<file path="src/rtl/picorv_issue.sv">
// picorv_issue: single-issue sequencer sitting in front of picorv_exec.
// Takes one instruction from fetch, strobes it on the decode bus, and then
// presents it with register-file operands on the pcpi bus until an execution
// unit retires it. On retire it writes rd and forwards branch redirects back
// to fetch. A watchdog traps if no unit claims the instruction.
module picorv_issue #(
  parameter int XLEN    = 32,
  parameter int ILEN    = 32,
  parameter int TIMEOUT = 16
) (
  input  logic            clock,
  input  logic            resetn,
  input  logic            fetch_valid,
  output logic            fetch_ready,
  input  logic [ILEN-1:0] fetch_insn,
  input  logic [15:0]     fetch_prefix,
  input  logic [XLEN-1:0] fetch_pc,
  output logic            decode_valid,
  output logic [ILEN-1:0] decode_insn,
  output logic [15:0]     decode_prefix,
  output logic            pcpi_valid,
  output logic [ILEN-1:0] pcpi_insn,
  output logic [15:0]     pcpi_prefix,
  output logic [XLEN-1:0] pcpi_pc,
  output logic            pcpi_rs1_valid,
  output logic [XLEN-1:0] pcpi_rs1_data,
  output logic            pcpi_rs2_valid,
  output logic [XLEN-1:0] pcpi_rs2_data,
  output logic            pcpi_rs3_valid,
  output logic [XLEN-1:0] pcpi_rs3_data,
  input  logic            pcpi_ready,
  output logic            pcpi_wb_valid,
  input  logic            pcpi_wb_write,
  input  logic [XLEN-1:0] pcpi_wb_data,
  input  logic            pcpi_br_enable,
  input  logic [XLEN-1:0] pcpi_br_nextpc,
  output logic            redirect_valid,
  output logic [XLEN-1:0] redirect_pc,
  output logic            trap
);

  // Counter must be able to hold TIMEOUT itself (value reached on expiry).
  localparam int CW = $clog2(TIMEOUT + 1);

  typedef enum logic [1:0] {IDLE, DECODE, EXEC, TRAP} state_t;

  state_t          state;
  state_t          state_next;
  logic [ILEN-1:0] insn;
  logic [15:0]     prefix;
  logic [XLEN-1:0] pc;
  logic [CW-1:0]   count;
  logic [XLEN-1:0] regs [32];

  logic            in_exec;
  logic            transfer;
  logic            retire;
  logic            expire;
  logic [4:0]      rd;

  // x0 is hardwired to zero; the storage entry behind it is never written.
  function automatic logic [XLEN-1:0] read_reg(input logic [4:0] idx);
    read_reg = (idx == 5'd0) ? '0 : regs[idx];
  endfunction

  assign in_exec  = (state == EXEC);
  assign transfer = fetch_valid && fetch_ready;
  assign retire   = in_exec && pcpi_ready;
  // Retire in the last allowed cycle takes priority over the timeout.
  assign expire   = in_exec && !pcpi_ready && (count == CW'(TIMEOUT - 1));
  assign rd       = insn[11:7];

  // fetch_ready is qualified by resetn so it reads 0 while reset is held.
  assign fetch_ready    = resetn && (state == IDLE) && !redirect_valid && !trap;
  assign trap           = (state == TRAP);
  assign decode_valid   = (state == DECODE);
  assign decode_insn    = insn;
  assign decode_prefix  = prefix;
  assign pcpi_valid     = in_exec;
  assign pcpi_insn      = insn;
  assign pcpi_prefix    = prefix;
  assign pcpi_pc        = pc;
  assign pcpi_wb_valid  = in_exec;
  assign pcpi_rs1_valid = in_exec;
  assign pcpi_rs2_valid = in_exec;
  assign pcpi_rs3_valid = in_exec;
  // Operands are gated so unreset storage never shows outside EXEC.
  assign pcpi_rs1_data  = in_exec ? read_reg(insn[19:15]) : '0;
  assign pcpi_rs2_data  = in_exec ? read_reg(insn[24:20]) : '0;
  assign pcpi_rs3_data  = in_exec ? read_reg(insn[31:27]) : '0;

  // Next-state logic for the issue sequence; TRAP is left only by reset.
  always_comb begin
    state_next = state;
    case (state)
      IDLE:    if (transfer) state_next = DECODE;
      DECODE:  state_next = EXEC;
      EXEC: begin
        if (retire)      state_next = IDLE;
        else if (expire) state_next = TRAP;
      end
      TRAP:    state_next = TRAP;
      default: state_next = IDLE;
    endcase
  end

  // State register.
  always_ff @(posedge clock or negedge resetn) begin
    if (!resetn) state <= IDLE;
    else         state <= state_next;
  end

  // Capture the instruction on the fetch handshake; held until the next one.
  always_ff @(posedge clock or negedge resetn) begin
    if (!resetn) begin
      insn   <= '0;
      prefix <= '0;
      pc     <= '0;
    end else if (transfer) begin
      insn   <= fetch_insn;
      prefix <= fetch_prefix;
      pc     <= fetch_pc;
    end
  end

  // Watchdog: cleared while entering EXEC, counts EXEC cycles without ready.
  always_ff @(posedge clock or negedge resetn) begin
    if (!resetn)                    count <= '0;
    else if (state == DECODE)       count <= '0;
    else if (in_exec && !pcpi_ready) count <= count + CW'(1);
  end

  // Redirect pulse lasts exactly one cycle after a taken-branch retire.
  always_ff @(posedge clock or negedge resetn) begin
    if (!resetn) begin
      redirect_valid <= 1'b0;
      redirect_pc    <= '0;
    end else begin
      redirect_valid <= retire && pcpi_br_enable;
      if (retire && pcpi_br_enable) redirect_pc <= pcpi_br_nextpc;
    end
  end

  // Register file write on retire; contents are intentionally not reset.
  always_ff @(posedge clock) begin
    if (retire && pcpi_wb_write && (rd != 5'd0)) regs[rd] <= pcpi_wb_data;
  end

endmodule
</file>
<file path="config.mk">
export PLATFORM = sky130hd
export DESIGN_NAME = picorv_issue
export DESIGN_NICKNAME = d
export VERILOG_FILES = /design/src/rtl/picorv_issue.sv
export SDC_FILE = /design/constraint.sdc
export NUM_CORES = 1
export LEC_CHECK = 0
export CORE_ASPECT_RATIO = 1.1
export CORE_MARGIN = 1
export CORE_UTILIZATION = 40
export CTS_CLUSTER_DIAMETER = 40
export DETAILED_ROUTE_END_ITERATION = 16
export GPL_TIMING_DRIVEN = 0
export HOLD_SLACK_MARGIN = 0.08
export PLACE_DENSITY = 0.58
export SYNTH_ARGS = -nofsm -noshare
export SYNTH_HDL_FRONTEND = slang
export SYNTH_SLANG_ARGS = --single-unit
</file>
<file path="constraint.sdc">
create_clock -name clock -period 7 [get_ports clock]
set_input_delay 1.75 -clock clock [delete_from_list [all_inputs] [get_ports clock]]
set_output_delay 1.75 -clock clock [all_outputs]
set_load 0.05 [all_outputs]
</file>
==> qor.txt, run 1 <==
Status - complete, but fails checks
Failing checks - negative setup slack
Post-CTS setup buffer count - 0
Post-synthesis cell area - 0.0610 mm²
PortBufs - 414
Clk sinks - 1144
RSZ-0062 raised after global routing - false
Final Hold Fails - 0
CTS tree - done
Yosys reg bits - 1144
Total CTS buffers - 175
Fin nets - 4634
Global route overflow - 0
Comb power frac - 52.4%
Largest net degree at the start of global routing - 89
ANT nets after route - 0
Power Dens Cells - 485 mW/mm²
Buf+Inv Stages, Crit Path - 4
Worst min-delay path class - reg -> reg
Core area - 0.151 mm²
Die H - 412 µm
DRT iter0 DRCs - 5740
First-pass GRT wire length - 333 mm
Routed vias - 43500
Sw Ratio - 44.8%
Worst EP required - 5250 ps
R2R Setup Slk - 3390 ps
Area growth syn-to-layout - 22.3%
1st-pass router iterations - 6
Clk Latency, worst-skew pair - 820 ps
H-tree Lvls - 4
# IOs - 415
Commonest non-fill, non-tap cell in the layout - edfxtp_1
Worst setup EP type - output pin
Max Freq - 140 MHz
Worst-path maximum fanout - 10
RR Startpoint - decode_insn[10]
Reg2reg path depth - 5
Kind of critical path - reg -> out
Seq/Total Area, Yosys - 55.3%
Worst VDD drop - 386 µV
Most frequent cells in the layout - 1024 x edfxtp_1, 574 x mux2i_1, 481 x mux4_2
Pins Over Slew Limit - 0
Power Total - 36.2 mW
Starting Density - 40.5%
Finish-stage setup viols - 10
Vias in the first global route - 43500
Finished Core Util - 49.6%
Overall routed net length - 242 mm
Critical path's top delay family - buffers and inverters
P_int - 20.0 mW
Initial antenna violation count - 22
Yosys cell types - 51
Worst slew pin tran - 1480 ps
Mapped Cells - 3826
Clock Pin Slew Worst Setup and Hold Paths - 60 ps
DRC viols - 0
WL/cell - 36.7 µm
Post-place setup slack - 265 ps
Setup WS post-layout - -120 ps
Max Cap Violations - 0
GRT Total Usage - 31.0%
Maximum clock path buffer count - 3
Synth warn - 0
Final Cycle Share - 102%
Max-slew headroom - 0.792%
Min cycle time layout - 7120 ps
Layout cells sized above 1 - 26.9%
Clock Power Share - 24.6%
Sequential share of power - 22.9%
Total net switching power - 16.2 mW
Static leakage - 26.3 nW
Reg2reg end - regs[24][25]
Clk_skew - 24.1 ps
Critical path launch point type - register
Cell chain of the critical path - buf_2 -> clkbuf_2 -> nand3b_1 -> buf_2 -> o22ai_1 -> o21ai_0 -> nand4_1 -> clkdlybuf4s50_1
Crit path arrival time - 5370 ps
Die width - 374 µm
GPL Wtd Cong - 0.976
Clock root cell - clkbuf_16
Hold depth - 1
Hold Crit Start - pcpi_pc[22]
CP max-delay cell - clkdlybuf4s50_1
Post-DR vias/cell - 6.58
Average cell area after synthesis - 15.9 µm²
Most numerous cell on the critical path - buf_2
Dpl hpwl - 182 mm
Row Count - 149
Die area - 0.154 mm²
Worst path max stage delay - 930 ps
Hold Crit Endpoint - pcpi_pc[22]
==> worst max-delay path by stage <==
stage / endpoint / start / cells after the start
global placement: fetch_ready / resetn / 3
finish: pcpi_rs1_data[18] / decode_insn[18] / 8
CTS: pcpi_rs2_data[15] / decode_insn[21] / 9
detailed placement: pcpi_rs3_data[17] / decode_insn[30] / 8
global route: pcpi_rs2_data[20] / decode_insn[20] / 9
floorplan: pcpi_rs2_data[10] / decode_insn[21] / 7
==> power by group through the flow <==
stage | clock network (mW) | logic, mW | registers [mW]
floorplan | 0 | 10.7 | 9.42
global placement | 0 | 18.6 | 8.43
detailed placement | 0 | 18.7 | 8.43
CTS | 8.97 | 18.7 | 8.31
global route | 9.23 | 19.4 | 8.35
finish | 8.91 | 19.0 | 8.30
==> sequential cells by signal, summed over array words and instances (netlist names) <==
signal,flops
state,2
count,5
decode_prefix,16
regs,1024
redirect_pc,32
redirect_valid,1
decode_insn,32
pcpi_pc,32
==> timing repair <==
| item | in CTS | in global routing |
|---|---|---|
| pin swaps | 10 | 2 |
| hold buffers | 0 | 0 |
| resized for setup | 25 | 13 |
| setup endpoints to repair | 21 | 8 |
==> cell type report <==
| cell class | count | area [µm²] |
|---|---|---|
| Timing Repair Buffer | 448 | 4840 |
| Clock inverter | 142 | 1420 |
| Clock buffer | 189 | 4540 |
| Buffer | 422 | 2480 |
| Sequential cell | 1144 | 33800 |
| Antenna cell | 8 | 20.0 |
| Tap cell | 1963 | 2460 |
| Multi-Input combinational cell | 2283 | 25100 |
| Fill cell | 12800 | 76000 |
| Inverter | 8 | 30.0 |
==> per-stage QoR <==
step / hold slack [ps] / cell area, µm² / TNS [ps] / instances
after CTS: 500 / 74600 / 0 / 6598
after global routing: 510 / 74600 / 0 / 6600
after detailed placement: 480 / 68700 / 0 / 6267
final: 498 / 74700 / -665 / 6607
after floorplan: 497 / 61100 / 0 / 3857
after global placement: 476 / 67700 / -283840 / 6234
==> synth_stat cells, drive strengths merged <==
library cell	instances	area (µm²)
edfxtp	1024	30700
mux2i	574	5750
mux4	481	10800
o22ai	286	1790
buf	259	1850
and3	191	1190
clkbuf	163	613
dfrtp	120	3000
mux2	112	1260
a21oi	100	613
o21ai	100	500
a31oi	95	594
a32oi	95	832
nand4	95	594
nor2	42	158
nand3b	10	75.1
nand2	9	41.3
inv	8	30.0
nand3	8	40.0
or3b	7	61.3
and2	5	31.3
nor2b	5	33.8
nor3b	5	68.8
nor4b	4	86.3
and3b	3	26.3
nand2b	3	18.8
nand4b	3	26.3
nor3	3	15.0
or2	3	18.8
a22oi	2	15.0
ha	2	25.0
o32a	2	20.0
a21o	1	7.51
a32o	1	10.0
and2b	1	7.51
conb	1	3.75
nor4bb	1	10.0
o211ai	1	7.51
or3	1	6.26
==> metal layers <==
metal,global-route usage (%),routed length [µm],vias up
met5,0,125,-
met4,12.3,9860,18
met3,10.6,31100,550
met2,49.5,113000,3059
met1,38.5,88100,22400
li1,-,-,17500
==> cells by family (layout without fill, tap and decap cells) <==
group	count (synthesis)	count (layout)	synth area share (%)
and+or+nand+nor	399	399	4.12
DFF	1144	1144	55.3
muxes	1167	1167	29.2
other	1	40	0.00615
buffers and inverters	430	1209	4.09
AOI/OAI and AO/OA	683	683	7.19
adders and majority gates	2	2	0.0410
(Power assumes the default switching activity.)
==> run 2, diff against run 1 <==
--- a/config.mk
+++ b/config.mk
@@ -13,6 +13,7 @@
 export GPL_TIMING_DRIVEN = 0
 export HOLD_SLACK_MARGIN = 0.08
 export PLACE_DENSITY = 0.58
+export REMOVE_ABC_BUFFERS = 1
 export SYNTH_ARGS = -nofsm -noshare
 export SYNTH_HDL_FRONTEND = slang
 export SYNTH_SLANG_ARGS = --single-unit
==> qor.txt, run 2 (synthesis gave the netlist of run 1 again) <==
Clk_skew - 34.4 ps (+10.3 ps)
Max Freq - 146 MHz (+4.0%)
CTS tree - done
Die area - 0.154 mm² (unchanged)
H-tree Lvls - 4 (unchanged)
Core area - 0.151 mm² (unchanged)
DRC viols - 0 (unchanged)
Filler cell count in the final layout - 12600 (-1.4%)
Starting Density - 40.5% (unchanged)
Finished Core Util - 50.0% (+0.47 points)
Layout cells sized above 1 - 26.0% (-0.99 points)
Met3 GRT Util - 7.38% (-3.2 points)
WL/cell - 36.3 µm (-0.94%)
Most numerous cell on the critical path - buf_16
Critical path launch point type - register
Initial antenna violation count - 13 (-41%)
Final Cycle Share - 97.8% (-3.9 points)
Largest net degree at the start of global routing - 82 (-7.9%)
ANT nets after route - 0 (unchanged)
Worst setup EP type - output pin
Final Hold Fails - 0 (unchanged)
Buf+Inv Stages, Crit Path - 4 (unchanged)
Die H - 412 µm (unchanged)
Cell chain of the critical path - and3b_4 -> buf_12 -> nor2b_4 -> buf_16 -> buf_16 -> a32oi_1 -> nand4_1 -> clkdlybuf4s50_1
Clock root cell - clkbuf_16
Worst EP required - 5250 ps (about the same)
CP max-delay cell - dfrtp_1
Failing checks - max-capacitance violations, max-slew violations
R2R Setup Slk - 3280 ps (-110 ps)
Largest Register - regs
Most frequent cells in the layout - 1024 x edfxtp_1, 574 x mux2i_1, 481 x mux4_2
Vias in the first global route - 43000 (-1.3%)
Power Total - 35.8 mW (-0.97%)
Die width - 374 µm (unchanged)
Worst path max stage delay - 950 ps (+20 ps)
Register area - 0.0338 mm² (+0.10%)
Worst slew pin tran - 1760 ps (+276 ps)
Maximum clock path buffer count - 3 (unchanged)
Clk sinks - 1144 (unchanged)
Gr busiest metal - met2
Max FFs per register - 1024 (unchanged)
Total CTS buffers - 185 (+5.7%)
Worst-path maximum fanout - 32 (+22)
Commonest non-fill, non-tap cell in the layout - edfxtp_1
Row Count - 149 (unchanged)
Power Dens Cells - 475 mW/mm² (-1.9%)
Overall routed net length - 230 mm (-5.1%)
Global route overflow - 0 (unchanged)
Routed vias - 43000 (-1.2%)
Kind of critical path - reg -> out
Crit path arrival time - 5100 ps (-270 ps)
DRT iter0 DRCs - 5129 (-11%)
Post-CTS Hold Buffers - 0 (unchanged)
GRT Total Usage - 29.1% (-1.8 points)
Critical path's top delay family - buffers and inverters
Met1 Use GR - 37.6% (-0.94 points)
Setup WS post-layout - 152 ps (+272 ps)
Worst VDD drop - 359 µV (-6.8%)
Static leakage - 26.3 nW (about the same)
Post-Place Cells - 5972 (-4.7%)
RSZ-0062 raised after global routing - false
Clock Pin Slew Worst Setup and Hold Paths - 50 ps (about the same)
Post-place setup slack - 576 ps (+311 ps)
Global routing usage on met2 - 46.0% (-3.6 points)
Fin nets - 4353 (-6.1%)
Non-filler cells, final - 6329 (-4.2%)
Max Cap Violations - 1 (+1)
Finish-stage setup viols - 0 (-10)
PortBufs - 414 (unchanged)
Worst min-delay path class - reg -> reg
Post-DR vias/cell - 6.79 (+3.2%)
Area of the multi-input gates - 0.0252 mm² (+0.47%)
Final hold slack - 487 ps (-11.2 ps)
First-pass GRT wire length - 316 mm (-5.1%)
Area growth syn-to-layout - 23.5%
Dpl hpwl - 151 mm (-17%)
Clk Latency, worst-skew pair - 820 ps (about the same)
Pins Over Slew Limit - 18 (+18)
GPL Wtd Cong - 0.840 (-14%)
Max-slew headroom - -17.3% (-18 points)
Status - complete, but fails checks
# IOs - 415 (unchanged)
1st-pass router iterations - 6 (unchanged)
Min cycle time layout - 6850 ps (-272 ps)
[run 2: cell types whose count changed in the layout (fill, tap and decap cells not counted), sizes merged]
cell           change
and3b              +1
buf              -134
bufinv             +5
clkbuf           -140
clkdlybuf4s50      +7
clkinv            +18
clkinvlp          -13
dlygate4sd2        -1
dlymetal6s2s       -1
inv               -20
[run 2: area by class of cell]
class	instances	share of cell area (%)
clock inverters	132	1.90
inverters	8	0.0398
diodes	8	0.0266
multi-input cells	2284	33.5
well taps	1963	3.26
clock buffers	212	6.33
flip-flops and latches	1144	44.8
repair buffers	578	10.1
[run 2: stage by stage]
stage                     cell area, µm²  setup TNS, ps
after floorplan                    58700        -797360
after global placement             65300       -2825590
after detailed placement           69100              0
after CTS                          75300              0
after global routing               75300              0
final                              75400              0
[run 2: power by group]
| part | leakage [nW] | switching [mW] | internal, mW |
|---|---|---|---|
| clock network | 2.99 | 3.41 | 5.69 |
| registers | 10.6 | 0.957 | 7.89 |
| logic | 12.7 | 10.9 | 6.97 |
| total | 26.3 | 15.3 | 20.6 |
[run 2: per-layer routing]
layer,wire (µm),up-vias
met4,11600,10
met3,24500,635
met2,106000,3008
met5,65,-
li1,-,17000
met1,87300,22400
[run 2: timing repair]
item,in CTS,in global routing
gates resized for setup,7,1
buffers inserted,0,4
gates cloned,0,1
pin swaps,0,2
setup endpoints to repair,34,13
[run 2: path summary, 6_finish.rpt]
kind,from,cells after the start,to
max,state[1],8,pcpi_rs2_data[16]
min,pcpi_pc[6],1,pcpi_pc[6]
min in group asynchronous,resetn,1,redirect_pc[22]
max in group asynchronous,resetn,2,decode_insn[27]
max reg2reg,state[1],6,regs[11][20]
min reg2reg,pcpi_pc[6],1,pcpi_pc[6]
